## src/rtl/vga_tile_fetch.sv

```systemverilog
// Display-side text buffer reader: maps pixel counters to buffer word addresses,
// then selects the character lane from the returned word. Syncs stay aligned through the pipe.
module vga_tile_fetch #(
    parameter int unsigned H_RES          = 640,
    parameter int unsigned V_RES          = 480,
    parameter int unsigned TILE_W         = 8,
    parameter int unsigned TILE_H         = 16,
    parameter int unsigned CHARS_PER_WORD = 4,
    parameter int unsigned SINGLE_DATA    = 7,
    parameter int unsigned DATA_WIDTH     = 28,
    parameter int unsigned ADDR_WIDTH     = 10,
    parameter int unsigned CNT_WIDTH      = 10,
    parameter logic        SYNC_IDLE      = 1'b1
) (
    input  logic                          clk_i,
    input  logic                          rstn_i,
    input  logic [CNT_WIDTH-1:0]          hcount_i,
    input  logic [CNT_WIDTH-1:0]          vcount_i,
    input  logic                          active_i,
    input  logic                          hsync_i,
    input  logic                          vsync_i,
    output logic [ADDR_WIDTH-1:0]         vr_addr_o,
    input  logic [DATA_WIDTH-1:0]         buf_data_i,
    output logic [SINGLE_DATA-1:0]        char_o,
    output logic [$clog2(TILE_H)-1:0]     glyph_row_o,
    output logic [$clog2(TILE_W)-1:0]     glyph_col_o,
    output logic                          active_o,
    output logic                          hsync_o,
    output logic                          vsync_o
);

    localparam int unsigned ROW_W         = $clog2(TILE_H);
    localparam int unsigned COL_W         = $clog2(TILE_W);
    localparam int unsigned LANE_W        = (CHARS_PER_WORD > 1) ? $clog2(CHARS_PER_WORD) : 1;
    localparam int unsigned LANE_SH       = (CHARS_PER_WORD > 1) ? $clog2(CHARS_PER_WORD) : 0;
    localparam int unsigned WORDS_PER_ROW = H_RES / TILE_W / CHARS_PER_WORD;
    localparam logic [CNT_WIDTH-1:0] H_LIM = CNT_WIDTH'(H_RES);
    localparam logic [CNT_WIDTH-1:0] V_LIM = CNT_WIDTH'(V_RES);

    logic [CNT_WIDTH-1:0]  tile_row;
    logic [CNT_WIDTH-1:0]  tile_col;
    logic [CNT_WIDTH-1:0]  word_col;
    logic [ADDR_WIDTH-1:0] row_scaled;
    logic [ADDR_WIDTH-1:0] addr_next;
    logic [LANE_W-1:0]     lane_in;
    logic                  in_view;

    always_comb begin
        tile_row = vcount_i >> ROW_W;
        tile_col = hcount_i >> COL_W;
        word_col = tile_col >> LANE_SH;
        lane_in  = LANE_W'(tile_col);
        in_view  = active_i && (hcount_i < H_LIM) && (vcount_i < V_LIM);
    end

    // Row stride is a constant, so the multiply collapses to a sum of shifted copies
    always_comb begin
        row_scaled = '0;
        for (int unsigned i = 0; i < 32; i++) begin
            if (WORDS_PER_ROW[i]) begin
                row_scaled = row_scaled + (ADDR_WIDTH'(tile_row) << i);
            end
        end
        addr_next = row_scaled + ADDR_WIDTH'(word_col);
    end

    logic [LANE_W-1:0] s1_lane, s2_lane;
    logic [ROW_W-1:0]  s1_row,  s2_row;
    logic [COL_W-1:0]  s1_col,  s2_col;
    logic              s1_vld,  s2_vld;
    logic              s1_hs,   s2_hs;
    logic              s1_vs,   s2_vs;

    always_ff @(posedge clk_i or negedge rstn_i) begin
        if (!rstn_i) begin
            vr_addr_o <= '0;
            s1_lane   <= '0;
            s1_row    <= '0;
            s1_col    <= '0;
            s1_vld    <= 1'b0;
            s1_hs     <= SYNC_IDLE;
            s1_vs     <= SYNC_IDLE;
        end else begin
            // Address holds through blanking so the buffer sees no sweep
            if (in_view) begin
                vr_addr_o <= addr_next;
            end
            s1_lane <= lane_in;
            s1_row  <= ROW_W'(vcount_i);
            s1_col  <= COL_W'(hcount_i);
            s1_vld  <= in_view;
            s1_hs   <= hsync_i;
            s1_vs   <= vsync_i;
        end
    end

    always_ff @(posedge clk_i or negedge rstn_i) begin
        if (!rstn_i) begin
            s2_lane <= '0;
            s2_row  <= '0;
            s2_col  <= '0;
            s2_vld  <= 1'b0;
            s2_hs   <= SYNC_IDLE;
            s2_vs   <= SYNC_IDLE;
        end else begin
            s2_lane <= s1_lane;
            s2_row  <= s1_row;
            s2_col  <= s1_col;
            s2_vld  <= s1_vld;
            s2_hs   <= s1_hs;
            s2_vs   <= s1_vs;
        end
    end

    logic [SINGLE_DATA-1:0] char_sel;

    always_comb begin
        char_sel = '0;
        for (int unsigned i = 0; i < CHARS_PER_WORD; i++) begin
            if (s2_lane == LANE_W'(i)) begin
                char_sel = buf_data_i[i*SINGLE_DATA +: SINGLE_DATA];
            end
        end
    end

    always_ff @(posedge clk_i or negedge rstn_i) begin
        if (!rstn_i) begin
            char_o      <= '0;
            glyph_row_o <= '0;
            glyph_col_o <= '0;
            active_o    <= 1'b0;
            hsync_o     <= SYNC_IDLE;
            vsync_o     <= SYNC_IDLE;
        end else begin
            char_o      <= s2_vld ? char_sel : '0;
            glyph_row_o <= s2_row;
            glyph_col_o <= s2_col;
            active_o    <= s2_vld;
            hsync_o     <= s2_hs;
            vsync_o     <= s2_vs;
        end
    end

endmodule

```

## config.mk

```make
export PLATFORM = sky130hd
export DESIGN_NAME = vga_tile_fetch
export DESIGN_NICKNAME = d
export VERILOG_FILES = /design/src/rtl/vga_tile_fetch.sv
export SDC_FILE = /design/constraint.sdc
export NUM_CORES = 1
export LEC_CHECK = 0
export CAP_MARGIN = 40
export CORE_MARGIN = 5
export CORE_UTILIZATION = 42
export CTS_BUF_LIST = sky130_fd_sc_hd__clkbuf_16
export DETAILED_ROUTE_END_ITERATION = 10
export PLACE_DENSITY = 0.86
export SYNTH_ARGS = -nofsm -noshare
export SYNTH_HDL_FRONTEND = slang
export SYNTH_SLANG_ARGS = --single-unit
```

## constraint.sdc

```tcl
create_clock -name clk_i -period 1.79 [get_ports clk_i]
set_clock_uncertainty 0.05 [all_clocks]
set_input_delay 0.358 -clock clk_i [delete_from_list [all_inputs] [get_ports clk_i]]
set_output_delay 0.358 -clock clk_i [all_outputs]
set_load 0.01 [all_outputs]
```

== After elaboration in Yosys (flattened, before gate mapping) ==
Cells that the tools add are included.
Widths: inputs -> output; s select.
Cells by class
  add/sub/neg operators: 2
  magnitude comparators: 2
  equal/unequal tests: 3
  multiplexer cells: 5
  reduce and logical (&&, ||, !) cells: 3
Operator list (number)
  $mux 7: 5
  $add 10x5->10: 1
  $add 8x10->10: 1
  $lt 10x10->1 const B: 1
  $lt 10x9->1 const B: 1
  $eq 2x2->1 const B: 2
  $eq 2x1->1 const B: 1
  $logic_and 1x1->1: 2
  $logic_not 2->1: 1
Word-level totals
  register bits after elaboration: 51
  logic and storage cells: 34

== Longest topological paths before layout ==
Gate-level depths: netlist of the first run.
  word-level depth: 6
  gate-level depth with buffers: 8
  depth with buffers taken out: 8

== Worst setup path before layout of the first run ==
No wires, ideal clock.
  kind: input port to flip-flop
  start: input hcount_i[9]
  end: register vr_addr_o[8]
  setup time: 0.126 ns
  data arrival time: 2.089 ns
  required time: 1.614 ns
  setup slack: -0.475 ns
  stages on the path: 8
  path through: inv_1 fa_1 inv_1 ha_1 a211oi_2 o21bai_1 a21o_2 a221o_1
Between the ends
  cells in the longest elaborated chain, start to end: 3
  elaborated cells between the ends (all ways): 4
  those cells by class: add/sub: 1; order compare: 1; reduce/logical: 2
RTL lines
  start: declaration: RTL line 17  | input logic [CNT_WIDTH-1:0] hcount_i,
  $lt 10x10->1: RTL line 53  | in_view = active_i && (hcount_i < H_LIM) && (vcount_i < V_LIM);
  $logic_and 1x1->1 (2 in a row): RTL line 53
  end signal: assignment: RTL line 86  | vr_addr_o <= addr_next;
  end: declaration: RTL line 22  | output logic [ADDR_WIDTH-1:0] vr_addr_o,
Several ways; a longest one is shown, not always the timed one.
A chain may end at the register's enable or synchronous reset.

== Final worst setup path of the first run ==
  start: input vcount_i[6]
  end: register vr_addr_o[8]
Between the ends
  cells in the longest elaborated chain, start to end: 2
  elaborated cells between the ends (all ways): 4
  those cells by class: add/sub: 2; order compare: 1; reduce/logical: 1
RTL lines
  start: declaration: RTL line 18  | input logic [CNT_WIDTH-1:0] vcount_i,
  $add 8x10->10 / $lt 10x9->1 (equally long branches): RTL line 61, 53
  $add 10x5->10 / $logic_and 1x1->1 (equally long branches): RTL line 64, 53
Several ways; a longest one is shown, not always the timed one.

==> results.py, run 1 <==
metrics = {
    "status": {
        "run_status": "finished with violations",
        "failed_checks": "setup timing",
    },
    "setup_path": {
        "slowest_delay_ns": 0.58,
        "cp-startpoint": "vcount_i[6]",
        "start_kind": "input port",
        "critPathTopFamily": "adder cells",
        "path_buf_inv": 3,
        "timing.critical_path.arrival_ns": 2.09,
        "crit_slowest_cell": "sky130_fd_sc_hd__fa_1",
        "cp_max_fo": 2,
        "crit_path_cell_trace": "buf_8 -> inv_8 -> fa_1 -> inv_2 -> ha_4 -> a211oi_2 -> o21bai_2 -> a21o_2 -> a221o_1",
        "critical_path_required_ns": 1.91,
        "r2r_setup_slack_ns": 0.31,
        "worst-r2r-cell-count": 2,
        "r2r_end": "char_o[5]$_DFF_PN0_",
        "endpoint_kind": "flop",
        "timing.setup.critical_path_class": "in -> reg",
        "reg_to_reg_start": "s2_lane[0]$_DFF_PN0_",
    },
    "place": {
        "count_of_port_buffers_added_during_placement": 79,
        "place_area_sq_um": 3000,
        "place_congestion": 0.838,
        "dp_hpwl_microns": 3380,
    },
    "detailed_routing": {
        "dr.first_iter.drc_count": 17,
        "routed_wire_length_per_instance_microns": 15.5,
        "wl_met3_microns": 330,
        "dr.pass1.iters": 3,
        "route.vias.total": 1375,
        "maxUsedRoutingLayer": "met4",
        "finalWirelength_microns": 4430,
        "drc": 0,
        "met2_length_microns": 2300,
        "antenna_left": 0,
        "m1WireLength_microns": 1740,
        "avgViaCountPerCell": 4.81,
    },
    "logic_synthesis": {
        "synth_nets": 191,
        "netlist-cell-type-count": 31,
        "synth_edf_count": 0,
        "synth.cells.most_frequent": "sky130_fd_sc_hd__dfrtp_1 (45), sky130_fd_sc_hd__ha_1 (11), sky130_fd_sc_hd__inv_1 (9)",
        "synthMostInstantiatedCell": "sky130_fd_sc_hd__dfrtp_1",
        "main_flop_type_after_synthesis": "sky130_fd_sc_hd__dfrtp_1",
        "synth_seq_area_share_pct": 64.7,
        "ys_seq_elements": 51,
        "fraction_of_registers_with_async_set_or_reset_after_synthesis_pct": 100,
        "yosysTopAreaCell": "sky130_fd_sc_hd__dfrtp_1",
        "syn_area_sq_um": 1990,
        "yosys_warnings": 0,
        "ys_top_cells_by_area": "sky130_fd_sc_hd__dfrtp_1 (57%), sky130_fd_sc_hd__dfstp_2 (7.9%), sky130_fd_sc_hd__mux4_2 (7.9%), sky130_fd_sc_hd__ha_1 (6.9%), sky130_fd_sc_hd__mux2_2 (2.3%)",
        "postSynthCellCount": 125,
        "netlist.area_leader.share_pct": 56.7,
        "syn_avg_cell_area_sq_um": 15.9,
    },
    "die": {
        "floorplan.die.width_microns": 78.8,
        "initial_core_util_pct": 42.6,
        "std_cell_rows": 25,
        "boundary_pins": 80,
        "chipHeight_microns": 78.8,
        "die_area_sq_um": 6200,
        "placeableCoreArea_sq_um": 4660,
    },
    "clocking": {
        "clock_tree_from_tritoncts": "built",
        "cts.reportedPaths.clkPinSlew_ns": 0.07,
        "insertion_delay_ns": 0.28,
        "cts_max_path_buffers": 2,
        "ctsHtreeMaxLevel": 2,
        "clkSinkCount": 51,
        "ctsRootBufferMaster": "sky130_fd_sc_hd__clkbuf_16",
        "cts_buffers": 5,
    },
    "finish": {
        "final_cell_area_sq_um": 3300,
        "area_growth_pct": 66.0,
        "nNetsFinal": 297,
        "antenna-diode-count": 0,
        "drive_gt1_share_pct": 33.2,
    },
    "grt": {
        "grt_start_max_net_pins": 30,
        "first_global_vias": 1488,
        "grt-ovfl-total": 0,
        "grt_first_pass_wirelength_microns": 7200,
        "grtUsageTotal_pct": 15.2,
        "antenna_violations_before_repair": 0,
    },
    "pwr": {
        "sequentialPowerShare_pct": 44.8,
        "clkPwrFrac_pct": 32.1,
        "share_comb_of_total_power_pct": 23.2,
        "ir_worst_vdd_mv": 0.411,
        "cellLeakagePower_nw": 1.42,
        "power_density_nw_per_um2": 890,
        "netSwitchingFraction_pct": 24.4,
        "intPower_mw": 2.22,
        "p_sw_uw": 715,
    },
    "timing": {
        "fin_setup_tns_ns": -0.479,
        "worst_slew_pin_slew_ns": 0.506,
        "max_freq_mhz": 508,
        "hold_violations": 0,
        "timing.slew.headroom_pct": 66.2,
        "grt_setup_unrepaired": "true",
        "fin_worst_hold_slack_ns": 0.299,
        "timing.final.setup_violations": 4,
        "timing.final.ws_setup_ns": -0.179,
        "slew_viol_final": 0,
        "fin_crit_sh_pct": 110,
        "post-route-min-period_ns": 1.97,
    },
    "worst_hold_path": {
        "source_of_the_worst_hold_timing_path": "s2_col[0]$_DFF_PN0_",
        "hold_class": "reg -> reg",
        "worst_hold_path_stage_count": 0,
        "hold_path_end": "glyph_col_o[0]$_DFF_PN0_",
    },
    "flow_run": {
        "max_cap_viol_count": 0,
    },
}
-- flip-flops by register name, indices dropped and copies added (netlist names), 2 cells and up --
name         count
s2_row           4
s2_lane          2
glyph_col_o      3
glyph_row_o      4
s1_row           4
s1_lane          2
vr_addr_o       10
s1_col           3
char_o           7
s2_col           3
-- power groups by stage --
stage	registers, mW	logic [mW]	clock network (mW)
2_1_floorplan	1.36	0.203	0
3_3_place_gp	1.33	0.609	0
3_5_place_dp	1.33	0.621	0
4_1_cts	1.31	0.663	0.971
5_1_grt	1.33	0.737	1.03
6_report	1.31	0.680	0.940
-- layer usage --
| layer | track usage, % | up-vias |
|---|---|---|
| li1 | - | 647 |
| met1 | 19.1 | 661 |
| met2 | 25.7 | 58 |
| met3 | 3.85 | 9 |
| met4 | 4.90 | 0 |
| met5 | 0 | - |
-- repair_timing --
item	4_1_cts	5_1_grt
cloned	0	0
hold buffers	1	0
endpoints found under the setup margin	6	5
pin swaps	11	12
endpoints found under the hold margin	6	0
setup buffers	1	2
gates resized for setup	35	5
-- cells by family (layout without fill, tap and decap cells) --
group	count (synthesis)	after routing	share of synthesized area, %
multiplexers	11	11	10.2
AO/OA/AOI/OAI	19	19	7.25
XOR/XNOR	2	2	0.882
flip-flops	51	51	64.7
adder cells (fa/ha/maj)	13	13	8.95
buffers and inverters	12	119	2.71
AND/OR/NAND/NOR	17	17	5.36
-- placed cells by master (no fill, tap or decap), types with 2 or more instances in the layout --
| cell type | instances |
|---|---|
| sky130_fd_sc_hd__and2_1 | 7 |
| sky130_fd_sc_hd__mux4_2 | 7 |
| sky130_fd_sc_hd__o21ai_1 | 3 |
| sky130_fd_sc_hd__clkdlybuf4s50_1 | 71 |
| sky130_fd_sc_hd__ha_4 | 8 |
| sky130_fd_sc_hd__dfstp_2 | 6 |
| sky130_fd_sc_hd__buf_4 | 21 |
| sky130_fd_sc_hd__dlygate4sd2_1 | 2 |
| sky130_fd_sc_hd__clkbuf_16 | 5 |
| sky130_fd_sc_hd__a31oi_1 | 2 |
| sky130_fd_sc_hd__inv_8 | 2 |
| sky130_fd_sc_hd__inv_2 | 3 |
| sky130_fd_sc_hd__inv_1 | 4 |
| sky130_fd_sc_hd__o21a_1 | 2 |
| sky130_fd_sc_hd__mux2_2 | 4 |
| sky130_fd_sc_hd__ha_1 | 2 |
| sky130_fd_sc_hd__buf_8 | 2 |
| sky130_fd_sc_hd__buf_2 | 2 |
| sky130_fd_sc_hd__dfrtp_1 | 45 |
| sky130_fd_sc_hd__nand2_1 | 4 |
| sky130_fd_sc_hd__xor2_1 | 2 |
-- through the flow --
step | setup slack, ns | util (%) | cells | total power [mW]
final | -0.179 | 70.7 | 286 | 2.93
after global placement | -0.932 | 64.4 | 274 | 1.94
after floorplan | -0.314 | - | 125 | 1.56
after global routing | -0.242 | 70.7 | 286 | 3.10
after detailed placement | -0.982 | 64.4 | 274 | 1.95
after CTS | -0.222 | 70.0 | 284 | 2.95
-- cell type report --
cell class | instances | area [sq um]
flip-flops and latches | 51 | 1280
well taps | 54 | 67.6
fillers | 308 | 1360
inverters | 9 | 43.8
clock inverters | 3 | 27.5
repair buffers | 102 | 977
multi-input cells | 62 | 772
clock buffers | 5 | 125
-- worst max path at each step --
stage | to | slack, ns | depth (start not counted)
floorplan | vr_addr_o[8]$_DFFE_PN0P_ | -0.31 | 8
global placement | vr_addr_o[8]$_DFFE_PN0P_ | -0.93 | 9
detailed placement | vr_addr_o[8]$_DFFE_PN0P_ | -0.98 | 9
CTS | vr_addr_o[8]$_DFFE_PN0P_ | -0.22 | 9
global route | vr_addr_o[8]$_DFFE_PN0P_ | -0.24 | 9
finish | vr_addr_o[8]$_DFFE_PN0P_ | -0.18 | 9
Note: power is estimated with default switching activity, not from simulation.
==> run 2, diff against run 1 <==
- CORE_MARGIN: 5 -> unset
==> results.py, run 2 (same netlist as run 1, synthesis figures left out) <==
metrics = {
    "clocking": {
        "cts.reportedPaths.clkPinSlew_ns": 0.07,
        "insertion_delay_ns": 0.28,
        "ctsRootBufferMaster": "sky130_fd_sc_hd__clkbuf_16",
        "clkSinkCount": 51,
        "cts_hold_buffers": 0,
        "ctsHtreeMaxLevel": 2,
        "cts_max_path_buffers": 2,
        "clock_tree_from_tritoncts": "built",
        "cts_buffers": 5,
    },
    "setup_path": {
        "critPathTopFamily": "adder cells",
        "reg_to_reg_start": "s2_lane[0]$_DFF_PN0_",
        "slowest_delay_ns": 0.57,
        "crit_path_cell_trace": "buf_8 -> inv_8 -> fa_1 -> inv_2 -> ha_4 -> a211oi_4 -> o21bai_2 -> a21o_2 -> a221o_1",
        "endpoint_kind": "flop",
        "cp_max_fo": 2,
        "start_kind": "input port",
        "timing.critical_path.depth": 9,
        "crit_slowest_cell": "sky130_fd_sc_hd__fa_1",
        "r2r_setup_slack_ns": 0.29,
        "worst-r2r-cell-count": 2,
        "timing.critical_path.arrival_ns": 2.13,
        "path_buf_inv": 3,
        "critical_path_required_ns": 1.91,
        "r2r_end": "char_o[1]$_DFF_PN0_",
        "timing.setup.critical_path_class": "in -> reg",
    },
    "finish": {
        "most_frequent_cells_in_the_layout": "sky130_fd_sc_hd__clkdlybuf4s50_1 (71), sky130_fd_sc_hd__dfrtp_1 (45), sky130_fd_sc_hd__buf_4 (20)",
        "nNetsFinal": 296,
        "multiInputGateArea_sq_um": 761,
        "register_cell_area_after_layout_sq_um": 1280,
        "antenna-diode-count": 0,
        "drive_gt1_share_pct": 33.3,
        "largest_reg_flops": 10,
        "final_common_cell": "sky130_fd_sc_hd__clkdlybuf4s50_1",
        "regMostFlops": "vr_addr_o",
        "area_growth_pct": 64.7,
        "instances_no_fill": 283,
        "fillerInstances": 284,
        "reg_top3": "vr_addr_o x10, char_o x7",
    },
    "place": {
        "placedCellCount": 274,
        "dp_hpwl_microns": 3230,
        "count_of_port_buffers_added_during_placement": 79,
        "place_congestion": 0.842,
    },
    "pwr": {
        "cellLeakagePower_nw": 1.41,
        "design_power_total_mw": 2.94,
        "ir_worst_vdd_mv": 0.540,
        "power_density_nw_per_um2": 899,
    },
    "die": {
        "boundary_pins": 80,
        "std_cell_rows": 24,
        "chipHeight_microns": 70.8,
        "placeableCoreArea_sq_um": 4440,
        "initial_core_util_pct": 44.7,
        "floorplan.die.width_microns": 70.8,
        "die_area_sq_um": 5010,
    },
    "timing": {
        "hold_violations": 16,
        "max_freq_mhz": 498,
        "fin_crit_sh_pct": 112,
        "timing.final.setup_violations": 4,
        "timing.final.ws_setup_ns": -0.218,
        "slew_viol_final": 0,
        "grt_setup_unrepaired": "true",
        "fin_worst_hold_slack_ns": -0.0170,
        "post-route-min-period_ns": 2.01,
        "worst_slew_pin_slew_ns": 0.492,
        "timing.slew.headroom_pct": 67.2,
        "fin_setup_tns_ns": -0.597,
    },
    "status": {
        "run_status": "finished with violations",
        "failed_checks": "DRC, hold timing, setup timing",
    },
    "flow_run": {
        "max_cap_viol_count": 0,
    },
    "detailed_routing": {
        "route.vias.total": 1379,
        "finalWirelength_microns": 4540,
        "avgViaCountPerCell": 4.87,
        "dr.pass1.iters": 8,
        "routed_wire_length_per_instance_microns": 16.0,
        "antenna_left": 0,
        "drc": 20,
        "dr.first_iter.drc_count": 80,
    },
    "grt": {
        "grtUsageTotal_pct": 19.2,
        "grt_first_pass_wirelength_microns": 7270,
        "first_global_vias": 1504,
        "grt_start_max_net_pins": 30,
        "grt-ovfl-total": 0,
        "antenna_violations_before_repair": 0,
    },
    "worst_hold_path": {
        "hold_class": "in -> async",
    },
}
-- run 2: cell types whose count changed in the layout (fill, tap and decap cells not counted), sizes merged --
cell / delta
clkdlybuf4s15: -2
buf: +1
dlygate4sd3: -1
clkbuf: +1
-- run 2: worst reg2reg max path, stage by stage (launching register included) --
cell	delay, ns
sky130_fd_sc_hd__dfrtp_1	0.58
sky130_fd_sc_hd__mux4_2	0.58
sky130_fd_sc_hd__and2_1	0.18
-- run 2: cell type report --
cell class / instances / area share (%)
inverters: 9 / 1.34
clock inverters: 3 / 0.765
clock buffers: 5 / 3.83
repair buffers: 101 / 29.5
well taps: 52 / 1.99
flip-flops and latches: 51 / 39.3
multi-input cells: 62 / 23.3
-- run 2: repair_timing --
| action | CTS | global route |
|---|---|---|
| setup buffers | 1 | 2 |
| pin swaps | 13 | 17 |
| resized for setup | 37 | 7 |
| endpoints found under the setup margin | 6 | 5 |
| cloned | 0 | 0 |
-- run 2: power by group --
group          internal (mW)  total, mW  switching (mW)
registers               1.26       1.32          0.0571
logic                  0.429      0.686           0.257
clock network          0.527      0.937           0.410
-- run 2: metal layers --
layer  vias up  wire (microns)  part of all wire (%)  global-route usage, %
li1        645               -                     -                      -
met1       668            1870                    41                   24.4
met2        61            2330                    51                   33.1
met3         5             304                   6.7                   4.27
met4         0              34                  0.75                   5.33
met5         -               0                     0                      0
-- run 2: per-stage QoR --
stage / util [%] / setup slack (ns) / cell area (sq um)
3_5_place_dp: 67.8 / -1.00 / 3020
6_report: 73.6 / -0.218 / 3270
5_1_grt: 73.6 / -0.252 / 3270
4_1_cts: 73.4 / -0.260 / 3260
2_1_floorplan: - / -0.314 / 2010
3_3_place_gp: 67.8 / -0.932 / 3020
-- run 2: how the worst max path moves through the flow --
| stage | slack [ns] | endpoint | from |
|---|---|---|---|
| after floorplan | -0.31 | vr_addr_o[8]$_DFFE_PN0P_ | vcount_i[6] |
| after global placement | -0.93 | vr_addr_o[8]$_DFFE_PN0P_ | vcount_i[6] |
| after detailed placement | -1.00 | vr_addr_o[8]$_DFFE_PN0P_ | vcount_i[6] |
| after CTS | -0.26 | vr_addr_o[8]$_DFFE_PN0P_ | vcount_i[4] |
| after global routing | -0.25 | vr_addr_o[8]$_DFFE_PN0P_ | vcount_i[6] |
| final | -0.22 | vr_addr_o[8]$_DFFE_PN0P_ | vcount_i[6] |
